### config.mk
export PLATFORM = sky130hd
export DESIGN_NAME = approx_mul_seq
export DESIGN_NICKNAME = d
export VERILOG_FILES = /design/src/rtl/approx_pkg.sv /design/src/rtl/rca_adder.sv /design/src/rtl/approx_mul_seq.sv
export SDC_FILE = /design/constraint.sdc
export NUM_CORES = 1
export LEC_CHECK = 0
export CORE_ASPECT_RATIO = 1.5
export CORE_MARGIN = 3
export CORE_UTILIZATION = 40
export CTS_BUF_LIST = sky130_fd_sc_hd__clkbuf_4 sky130_fd_sc_hd__clkbuf_8
export DETAILED_ROUTE_END_ITERATION = 6
export GPL_ROUTABILITY_DRIVEN = 0
export SYNTH_ARGS = -nofsm -noshare
export SYNTH_HDL_FRONTEND = slang
export SYNTH_SLANG_ARGS = --single-unit
### constraint.sdc
create_clock -name clk -period 8.7 [get_ports clk]
set_clock_uncertainty 0.2 [all_clocks]
set_input_delay 2.61 -clock clk [delete_from_list [all_inputs] [get_ports clk]]
set_output_delay 2.61 -clock clk [all_outputs]
set_load 0.01 [all_outputs]
### src/rtl/approx_pkg.sv
// Shared types and sizing helpers for the approximate sequential multiplier.
package approx_pkg;

  typedef enum logic [1:0] {
    IDLE,
    CALC,
    DONE
  } state_t;

  // Width of the approximation-level field: must represent 0..2*width inclusive.
  function automatic int lvl_width(input int width);
    return $clog2(2 * width) + 1;
  endfunction

endpackage

### src/rtl/rca_adder.sv
// Ripple-carry adder built from a half-adder cell at bit 0 and full-adder cells above it.
module HAX1 (
  input  logic a,
  input  logic b,
  output logic s,
  output logic co
);
  assign s  = a ^ b;
  assign co = a & b;
endmodule

module FAX1 (
  input  logic a,
  input  logic b,
  input  logic ci,
  output logic s,
  output logic co
);
  assign s  = a ^ b ^ ci;
  assign co = (a & b) | (ci & (a ^ b));
endmodule

module rca_adder #(
  parameter int W = 16
) (
  input  logic [W-1:0] x,
  input  logic [W-1:0] y,
  output logic [W-1:0] sum,
  output logic         cout
);
  logic [W-1:0] carry;

  HAX1 u_ha0 (.a(x[0]), .b(y[0]), .s(sum[0]), .co(carry[0]));

  for (genvar i = 1; i < W; i++) begin : g_fa
    FAX1 u_fa (.a(x[i]), .b(y[i]), .ci(carry[i-1]), .s(sum[i]), .co(carry[i]));
  end

  assign cout = carry[W-1];
endmodule

### src/rtl/approx_mul_seq.sv
// Sequential shift-add multiplier with low-column truncation of every partial product.
// Optional macro APPROX_EARLY_TERM_EN finishes as soon as the remaining multiplier bits are zero.
module approx_mul_seq
  import approx_pkg::*;
#(
  parameter int WIDTH = 8,
  parameter int LVL_W = lvl_width(WIDTH)
) (
  input  logic               clk,
  input  logic               rst,
  input  logic               in_valid,
  output logic               in_ready,
  input  logic [WIDTH-1:0]   a,
  input  logic [WIDTH-1:0]   b,
  input  logic [LVL_W-1:0]   approx_lvl,
  output logic               out_valid,
  input  logic               out_ready,
  output logic [2*WIDTH-1:0] product,
  output logic               busy
);

  localparam int PW    = 2 * WIDTH;
  localparam int CNT_W = $clog2(WIDTH);

  state_t             state;
  logic [PW-1:0]      a_reg;
  logic [WIDTH-1:0]   b_reg;
  logic [LVL_W-1:0]   lvl_reg;
  logic [PW-1:0]      acc;
  logic [CNT_W-1:0]   cnt;

  logic [PW-1:0]      col_mask;
  logic [PW-1:0]      addend;
  logic [PW-1:0]      sum;
  logic               sum_cout;
  logic               last_iter;

  // Columns below the level are dropped; a level covering the whole product drops everything.
  assign col_mask = (lvl_reg >= LVL_W'(PW)) ? '0 : ({PW{1'b1}} << lvl_reg);
  assign addend   = b_reg[0] ? (a_reg & col_mask) : '0;

  rca_adder #(.W(PW)) u_adder (
    .x    (acc),
    .y    (addend),
    .sum  (sum),
    .cout (sum_cout)
  );

`ifdef APPROX_EARLY_TERM_EN
  assign last_iter = (cnt == CNT_W'(WIDTH - 1)) || ((b_reg >> 1) == '0);
`else
  assign last_iter = (cnt == CNT_W'(WIDTH - 1));
`endif

  assign in_ready = (state == IDLE);
  assign busy     = (state != IDLE);

  // NOTE: all state below uses non-blocking assignments so every register samples pre-edge values.
  always_ff @(posedge clk) begin
    if (rst) begin
      state     <= IDLE;
      a_reg     <= '0;
      b_reg     <= '0;
      lvl_reg   <= '0;
      acc       <= '0;
      cnt       <= '0;
      out_valid <= 1'b0;
      product   <= '0;
    end else begin
      case (state)
        IDLE: begin
          if (in_valid) begin
            a_reg   <= PW'(a);
            b_reg   <= b;
            lvl_reg <= approx_lvl;
            acc     <= '0;
            cnt     <= '0;
`ifdef APPROX_EARLY_TERM_EN
            if (b == '0) begin
              state     <= DONE;
              out_valid <= 1'b1;
              product   <= '0;
            end else begin
              state <= CALC;
            end
`else
            state <= CALC;
`endif
          end
        end
        CALC: begin
          acc   <= sum;
          a_reg <= a_reg << 1;
          b_reg <= b_reg >> 1;
          cnt   <= cnt + 1'b1;
          if (last_iter) begin
            state     <= DONE;
            out_valid <= 1'b1;
            product   <= sum;
          end
        end
        DONE: begin
          if (out_ready) begin
            state     <= IDLE;
            out_valid <= 1'b0;
            product   <= '0;
          end
        end
        default: state <= IDLE;
      endcase

      // The truncated sum is bounded by the exact product, so the adder never carries out.
      if (state == CALC) begin
        assert (!sum_cout) else $error("approx_mul_seq: accumulator overflow");
      end
    end
  end

endmodule

==> results.yml, run 1 <==
outcome:
  status: "completed"
placement:
  placed_cell_area_sq_um: 3500
  placed_cells: 485
  hpwlAfterDp_um: 4770
  port_buffers: 43
die:
  die_h_um: 113
  fp.dieW_um: 77.5
  die_area_sq_um: 8780
  boundaryPins: 44
  rows: 38
  core_sq_um: 7320
  start_util: 0.419
routing:
  drc_errors: 0
  wire_per_inst_um: 13.7
  num_vias: 2590
  via_per_inst: 5.17
  first_pass_iters: 4
  drt_iter0_drc: 131
  ant_nets: 0
  wl_um: 6850
clocking:
  post_cts_buffers: 0
  cts-root-buf: "clkbuf_8"
  cts_hold_buf: 0
  ctsResizeCount: 0
  cts-buffers-inserted: 9
  h-tree-depth: 3
  clk_latency_ps: 340
  cts.sinks: 67
  clk_pin_slew_ps: 70
  cts_tree: "done"
  cts_max_path_buffers: 2
timing:
  slew_headroom: 0.443
  finalHoldViolCount: 0
  maxSlewViolCount: 0
  post-route-period-util: 0.874
  worstMarginPinSlew_ps: 836
  whs_ps: 253
  grt_setup_unrepaired: "no"
  layout_min_cycle_time_ps: 7610
  fin_setup_tns_ps: 0
  finalSetupViolCount: 0
  fmax_ghz: 0.131
pwr:
  p_seq_frac: 0.519
  power.leakage_nw: 1.40
  peakVddDrop_mv: 0.0960
  internal-power_mw: 0.470
  power.net_switching_mw: 0.158
  power.share.combinational: 0.099
  p_clk_frac: 0.382
  fin_total_pwr_mw: 0.628
  p_sw_frac: 0.251
  power_density_nw_per_um2: 171
global_route:
  grt-busiest-layer: "met2"
  first_global_vias: 2548
  globalRouteOverflowTotal: 0
  grt_max_degree: 55
  use_met3: 0.0358
  grt.total_usage: 0.166
  grt_use_met1: 0.190
  grt_pass1_wl_um: 11500
  antenna_found_initial: 0
  grt_use_met2: 0.286
finish:
  instances_no_fill: 501
  fillers: 764
  final_layout_size_suffix_gt1_frac: 0.0648
  synthToLayoutAreaGrowth_pct: 20.0
  multiInputGateArea_sq_um: 1550
  antenna_cells: 0
  stdcell_area_sq_um: 3680
  seqCellArea_sq_um: 1340
  nets: 438
synth:
  synth_top_area_frac: 0.437
  yosysWarnings: 0
  netlist_top_cells_count: "nand2_1, dfxtp_1, a21oi_1, nor2_1, nand3_1"
  syn_nets: 410
  syn_inst: 368
  ys_ff_latch: 67
  syn_area_per_cell_sq_um: 8.34
  syn_area_sq_um: 3070
  yosysMostFrequentCell: "nand2_1"
  synth_top_flop_cell: "dfxtp_1"
  ys_top_cells_by_area: "dfxtp_1, fa_1, a21oi_1"
  synthArstFlopShare: 0
  synth_seq_area_share: 0.437
  synth.distinct_cells: 36
  synth_edf_count: 0
  synth_top_area_cell: "dfxtp_1"
worst_setup_path:
  start_kind: "register"
  criticalPathCategory: "reg -> reg"
  worstPathArrival_ps: 7650
  path_cells: "nor3_1, and3_1, ha_1, fa_1, fa_1, fa_1, fa_1, fa_1, fa_1, fa_1, fa_1, fa_1, fa_1, fa_1, fa_1, inv_1, fa_1, inv_1, fa_1, xnor2_1, xnor2_1, o32ai_1"
  reg2regPathDepth: 22
  path_max_fanout: 11
  critPathCaptureType: "register"
  cp_slowest_stage_delay_ps: 500
  crit_path_top_delay_cell: "dfxtp_1"
  reg2reg_slack_ps: 1090
  critPathMostFrequentCell: "fa_1"
  critPathRequiredTime_ps: 8740
min_path:
  hp-class: "reg -> reg"
  hold_depth: 2
job:
  cap_violations: 0
-- worst paths after layout --
kind,from,to
worst max-delay path,lvl_reg[2]$_SDFFE_PP0P_,product[15]$_SDFFE_PP0P_
worst min-delay path,product[5]$_SDFFE_PP0P_,product[5]$_SDFFE_PP0P_
worst max register to register,lvl_reg[2]$_SDFFE_PP0P_,product[15]$_SDFFE_PP0P_
worst min register to register,product[5]$_SDFFE_PP0P_,product[5]$_SDFFE_PP0P_
-- critical path: cells and delay by family, from the launching register on --
kind | cells | cell delay [ps]
AOI/OAI and AO/OA | 1 | 240
xor gates and xnor gates | 2 | 300
adders and majority gates | 15 | 5840
buffers and inverters | 2 | 130
DFF | 1 | 500
and+or+nand+nor | 2 | 300
-- power groups by stage --
stage | Combinational [mW] | Clock (mW) | Sequential (mW)
after floorplan | 0.0448 | 0 | 0.328
after global placement | 0.0628 | 0 | 0.332
after detailed placement | 0.0631 | 0 | 0.333
after CTS | 0.0633 | 0.251 | 0.326
after global routing | 0.0696 | 0.262 | 0.327
final | 0.0623 | 0.240 | 0.326
-- placed cells by master, fill, tap and decap left out, types with 5 or more instances in the layout --
cell type and n:
clkbuf_8 11, and3_1 7, nand2_1 68, fa_1 14
dfxtp_1 67, nor4_1 12, nand2b_1 5, inv_1 8
a21oi_1 53, nand3_1 30, clkdlybuf4s50_1 42, nor2_1 40
-- per-stage QoR --
| step | worst slack [ps] | utilization |
|---|---|---|
| 2_1_floorplan | 1290 | - |
| 3_3_place_gp | 1150 | 0.478 |
| 3_5_place_dp | 1050 | 0.478 |
| 4_1_cts | 1010 | 0.503 |
| 5_1_grt | 731 | 0.503 |
| 6_report | 1090 | 0.503 |
-- layout make-up --
class,count,share of cell area
clock inverters,2,0.00272
inverters,8,0.00816
multi-input cells,264,0.422
well taps,100,0.0340
flip-flops and latches,67,0.364
clock buffers,14,0.0472
repair buffers,46,0.122
-- metal layers --
metal | vias to the layer above | share of wire
met3 | 15 | 0.042
li1 | 1298 | -
met2 | 54 | 0.51
met1 | 1223 | 0.42
met5 | - | 0
met4 | 0 | 0.027
-- cells by family (layout without fill, tap and decap cells) --
group,after synthesis,after routing,share of synthesized area
AOI/OAI and AO/OA,68,68,0.130
and+or+nand+nor,176,176,0.263
adders and majority gates,17,17,0.104
buffers and inverters,37,70,0.0575
muxes,1,1,0.00367
DFF,67,67,0.437
xor gates and xnor gates,2,2,0.00571
Note: power is estimated with default switching activity, not from simulation.
==> run 2, diff against run 1 <==
--- a/config.mk
+++ b/config.mk
@@ -11,6 +11,7 @@
 export CTS_BUF_LIST = sky130_fd_sc_hd__clkbuf_4 sky130_fd_sc_hd__clkbuf_8
 export DETAILED_ROUTE_END_ITERATION = 6
 export GPL_ROUTABILITY_DRIVEN = 0
+export PLACE_DENSITY = 0.73
 export SYNTH_ARGS = -nofsm -noshare
 export SYNTH_HDL_FRONTEND = slang
 export SYNTH_SLANG_ARGS = --single-unit
==> constraint.sdc (replaced) <==
create_clock -name clk -period 8.7 [get_ports clk]
set_clock_uncertainty 0.2 [all_clocks]
set_input_delay 1.74 -clock clk [delete_from_list [all_inputs] [get_ports clk]]
set_output_delay 1.74 -clock clk [all_outputs]
set_load 0.01 [all_outputs]
==> run 2 against run 1 <==
Compared with the run above: sequential power about the same; largest power group unchanged; routed wire length is 1.5% lower; register-to-register slack worse by 60 ps; clock-buffer cell count is 3 lower.
==> results.yml, run 2 (synthesis results as in run 1) <==
outcome:
  status: "completed"
placement:
  placed_cell_area_sq_um: 3510
  hpwlAfterDp_um: 4770
  port_buffers: 43
  dp_slack_ps: 1030
timing:
  slew_headroom: 0.422
  post-route-period-util: 0.881
  grt_setup_unrepaired: "no"
  layout_min_cycle_time_ps: 7660
  maxSlewViolCount: 0
  fmax_ghz: 0.130
  finalHoldViolCount: 0
  fin_setup_tns_ps: 0
  finalSetupViolCount: 0
  setup_slack_ps: 1040
  whs_ps: 255
  worstMarginPinSlew_ps: 845
die:
  die_h_um: 113
  rows: 38
  core_sq_um: 7320
  boundaryPins: 44
  die_area_sq_um: 8780
  fp.dieW_um: 77.5
  start_util: 0.419
pwr:
  power.net_switching_mw: 0.163
  power.share.combinational: 0.097
  p_sw_frac: 0.251
  power_density_nw_per_um2: 175
  internal-power_mw: 0.485
  fin_total_pwr_mw: 0.648
  p_seq_frac: 0.503
  p_clk_frac: 0.400
  peakVddDrop_mv: 0.110
  power.leakage_nw: 1.41
routing:
  first_pass_iters: 4
  via_per_inst: 5.12
  drc_errors: 0
  num_vias: 2572
  ant_nets: 0
  wl_um: 6740
  wire_per_inst_um: 13.4
  drt_iter0_drc: 160
clocking:
  cts.sinks: 67
  cts-root-buf: "clkbuf_8"
  h-tree-depth: 3
  cts_max_path_buffers: 2
  clk_latency_ps: 350
  cts_tree: "done"
  clk_pin_slew_ps: 70
  ctsResizeCount: 0
  post_cts_buffers: 0
  cts_hold_buf: 0
  cts-buffers-inserted: 9
global_route:
  grt_pass1_wl_um: 11300
  grt.total_usage: 0.162
  antenna_found_initial: 0
  first_global_vias: 2432
  globalRouteOverflowTotal: 0
  grt_max_degree: 55
worst_setup_path:
  critPathCaptureType: "register"
  reg2reg_to: "product[15]$_SDFFE_PP0P_"
  path_buf_inv: 2
  path_cells: "nor3_1, and3_1, ha_1, fa_1, fa_1, fa_1, fa_1, fa_1, fa_1, fa_1, fa_1, fa_1, fa_1, fa_1, fa_1, inv_1, fa_1, inv_1, fa_1, xnor2_1, xnor2_1, o32ai_1"
  crit_path_top_delay_cell: "dfxtp_1"
  worstPathArrival_ps: 7710
  cp_slowest_stage_delay_ps: 510
  critPathMostFrequentCell: "fa_1"
  r2r_start: "lvl_reg[2]$_SDFFE_PP0P_"
  reg2regPathDepth: 22
  path_max_fanout: 11
  critPathRequiredTime_ps: 8750
  reg2reg_slack_ps: 1040
  start_kind: "register"
  path_delay_family: "adder cells"
  criticalPathCategory: "reg -> reg"
job:
  cap_violations: 0
finish:
  layout_commonest_cell: "nand2_1"
  stdcell_area_sq_um: 3700
  final_cell_mix: "nand2_1, dfxtp_1, a21oi_1, clkdlybuf4s50_1, nor2_1"
  antenna_cells: 0
  nets: 439
  final_layout_size_suffix_gt1_frac: 0.0622
  synthToLayoutAreaGrowth_pct: 20.8
min_path:
  min_from: "product[8]$_SDFFE_PP0P_"
  hp-class: "reg -> reg"
  hold_depth: 2
  whs_endpoint: "product[8]$_SDFFE_PP0P_"
-- run 2: area by class of cell --
| type | instances | area, sq um |
|---|---|---|
| inverter | 8 | 30.0 |
| multi-input combinational | 264 | 1550 |
| clock buffer | 11 | 145 |
| sequential | 67 | 1340 |
| fill | 722 | 3620 |
| tap | 100 | 125 |
| timing repair buffer | 47 | 460 |
| clock inverter | 5 | 52.6 |
-- run 2: how the worst max path moves through the flow --
stage,endpoint,start,slack [ps],cells past startpoint
6_report,product[15]$_SDFFE_PP0P_,lvl_reg[2]$_SDFFE_PP0P_,1040,22
3_3_place_gp,product[15]$_SDFFE_PP0P_,lvl_reg[4]$_SDFFE_PP0P_,1160,23
3_5_place_dp,product[15]$_SDFFE_PP0P_,lvl_reg[4]$_SDFFE_PP0P_,1030,23
4_1_cts,product[15]$_SDFFE_PP0P_,lvl_reg[4]$_SDFFE_PP0P_,970,23
5_1_grt,product[15]$_SDFFE_PP0P_,lvl_reg[4]$_SDFFE_PP0P_,670,23
2_1_floorplan,product[15]$_SDFFE_PP0P_,lvl_reg[3]$_SDFFE_PP0P_,1290,23
-- run 2: per-stage QoR --
| step | std cells | utilization |
|---|---|---|
| after detailed placement | 486 | 0.479 |
| after global routing | 502 | 0.506 |
| after CTS | 502 | 0.506 |
| after floorplan | 368 | - |
| after global placement | 486 | 0.479 |
| final | 502 | 0.506 |
-- run 2: tightest hold or removal path: stages, from the launching register on --
cell,delay (ps)
dfxtp_1,310
nand2_1,50
a21oi_1,50
-- run 2: power by group through the flow --
| stage | clock network (mW) | registers (mW) | logic, mW |
|---|---|---|---|
| 3_3_place_gp | 0 | 0.332 | 0.0622 |
| 6_report | 0.259 | 0.326 | 0.0628 |
| 2_1_floorplan | 0 | 0.328 | 0.0448 |
| 4_1_cts | 0.264 | 0.326 | 0.0631 |
| 3_5_place_dp | 0 | 0.333 | 0.0627 |
| 5_1_grt | 0.277 | 0.328 | 0.0697 |
-- run 2: routing by layer --
| layer | vias up | wire length, um | track usage |
|---|---|---|---|
| li1 | 1297 | - | - |
| met1 | 1212 | 2930 | 0.191 |
| met5 | - | 0 | 0 |
| met4 | 0 | 187 | 0.0867 |
| met3 | 14 | 212 | 0.0366 |
| met2 | 49 | 3420 | 0.272 |
==> run 3, diff against run 2 <==
--- a/config.mk
+++ b/config.mk
@@ -5,7 +5,7 @@
 export SDC_FILE = /design/constraint.sdc
 export NUM_CORES = 1
 export LEC_CHECK = 0
-export CORE_ASPECT_RATIO = 1.5
+export CORE_ASPECT_RATIO = 1.1
 export CORE_MARGIN = 3
 export CORE_UTILIZATION = 40
 export CTS_BUF_LIST = sky130_fd_sc_hd__clkbuf_4 sky130_fd_sc_hd__clkbuf_8
==> run 3 against run 2 <==
Compared with the run above: first-iteration DRC count up 21%; clock power up 15%; die area down 0.24%; largest power group unchanged; flip-flop and latch count unchanged; clock-buffer cell count up 1; critical endpoint unchanged.
==> results.yml, run 3 (synthesis results as in run 1) <==
die:
  fp.dieW_um: 89.5
  start_util: 0.423
  boundaryPins: 44
  die_h_um: 97.9
  rows: 32
  die_area_sq_um: 8760
  core_sq_um: 7250
clocking:
  ctsResizeCount: 0
  cts-root-buf: "clkbuf_8"
  clk_pin_slew_ps: 70
  cts_hold_buf: 0
  cts_tree: "done"
  cts.sinks: 67
  clk_latency_ps: 350
  post_cts_buffers: 0
  cts-buffers-inserted: 9
  cts_max_path_buffers: 2
  h-tree-depth: 3
timing:
  fmax_ghz: 0.130
  setup_slack_ps: 1010
  maxSlewViolCount: 0
  slew_headroom: 0.349
  finalSetupViolCount: 0
  post-route-period-util: 0.884
  worstMarginPinSlew_ps: 976
  finalHoldViolCount: 0
  grt_setup_unrepaired: "no"
  layout_min_cycle_time_ps: 7690
  fin_setup_tns_ps: 0
worst_setup_path:
  startpoint: "lvl_reg[2]$_SDFFE_PP0P_"
  path_max_fanout: 11
  critPathMostFrequentCell: "fa_1"
  criticalPathCategory: "reg -> reg"
  path_delay_family: "adder cells"
  path_buf_inv: 2
  r2r_start: "lvl_reg[2]$_SDFFE_PP0P_"
  cp_slowest_stage_delay_ps: 500
  critPathCaptureType: "register"
  critPathRequiredTime_ps: 8740
  start_kind: "register"
  path_cells: "nor3_1, and3_1, ha_1, fa_1, fa_1, fa_1, fa_1, fa_1, fa_1, fa_1, fa_1, fa_1, fa_1, fa_1, fa_1, inv_1, fa_1, inv_1, fa_1, xnor2_1, xnor2_1, o32ai_1"
  crit_path_top_delay_cell: "dfxtp_1"
  worstPathArrival_ps: 7730
placement:
  port_buffers: 43
  hpwlAfterDp_um: 4710
  placed_cells: 487
  dp_slack_ps: 959
outcome:
  status: "completed"
pwr:
  power.net_switching_mw: 0.163
  p_clk_frac: 0.433
  p_seq_frac: 0.475
  peakVddDrop_mv: 0.0962
  internal-power_mw: 0.522
  p_sw_frac: 0.238
  power.share.combinational: 0.092
  power.leakage_nw: 1.42
  power_density_nw_per_um2: 184
global_route:
  grt_max_degree: 55
  first_global_vias: 2458
  globalRouteOverflowTotal: 0
  grt.total_usage: 0.171
  grt_pass1_wl_um: 11700
  antenna_found_initial: 0
routing:
  first_pass_iters: 4
  via_per_inst: 5.19
  drt_iter0_drc: 194
  ant_nets: 0
  num_vias: 2613
  wire_per_inst_um: 13.6
  drc_errors: 0
  wl_um: 6830
finish:
  final_cell_mix: "nand2_1, dfxtp_1, a21oi_1, clkdlybuf4s50_1, nor2_1"
  multiInputGateArea_sq_um: 1550
  layout_commonest_cell: "nand2_1"
  seqCellArea_sq_um: 1340
  nets: 438
  synthToLayoutAreaGrowth_pct: 21.5
  antenna_cells: 0
  instances_no_fill: 503
  fillers: 711
  final_layout_size_suffix_gt1_frac: 0.0623
min_path:
  hp-class: "reg -> reg"
  min_from: "product[12]$_SDFFE_PP0P_"
job:
  cap_violations: 0
-- run 3: metrics by stage --
stage	utilization	hold slack [ps]	power, mW	instance area, sq um
after floorplan	-	244	0.373	3070
after global placement	0.483	242	0.394	3500
after detailed placement	0.483	247	0.396	3500
after CTS	0.515	257	0.692	3730
after global routing	0.515	281	0.713	3730
final	0.515	252	0.685	3730
-- run 3: final timing paths --
path	end	slack, ps	cells past startpoint
setup / recovery	product[15]$_SDFFE_PP0P_	1010	22
hold / removal	product[12]$_SDFFE_PP0P_	250	2
hold reg to reg	product[12]$_SDFFE_PP0P_	250	2
setup reg to reg	product[15]$_SDFFE_PP0P_	1010	22
-- run 3: final cells by class --
class                           instances  area share
Multi-Input combinational cell        264       0.416
Sequential cell                        67       0.360
Timing Repair Buffer                   46       0.120
Clock buffer                           12      0.0426
Tap cell                              102      0.0342
Clock inverter                          4      0.0195
Inverter                                8     0.00805
-- run 3: power groups by stage --
stage               sequential, mW  clock (mW)  combinational (mW)
finish                       0.326       0.297              0.0628
CTS                          0.326       0.303              0.0635
global placement             0.332           0              0.0620
global route                 0.327       0.316              0.0703
detailed placement           0.333           0              0.0631
floorplan                    0.328           0              0.0448
-- run 3: per-layer routing --
| layer | up-vias | part of all wire | GRT usage |
|---|---|---|---|
| li1 | 1296 | - | - |
| met1 | 1215 | 0.44 | 0.230 |
| met2 | 83 | 0.47 | 0.251 |
| met3 | 19 | 0.058 | 0.0346 |
| met4 | 0 | 0.034 | 0.0974 |
| met5 | - | 0 | 0 |
-- run 3: worst min-delay path, stage by stage (launching register included) --
cell     delay [ps]
dfxtp_1         310
nand2_1          50
a21oi_1          50
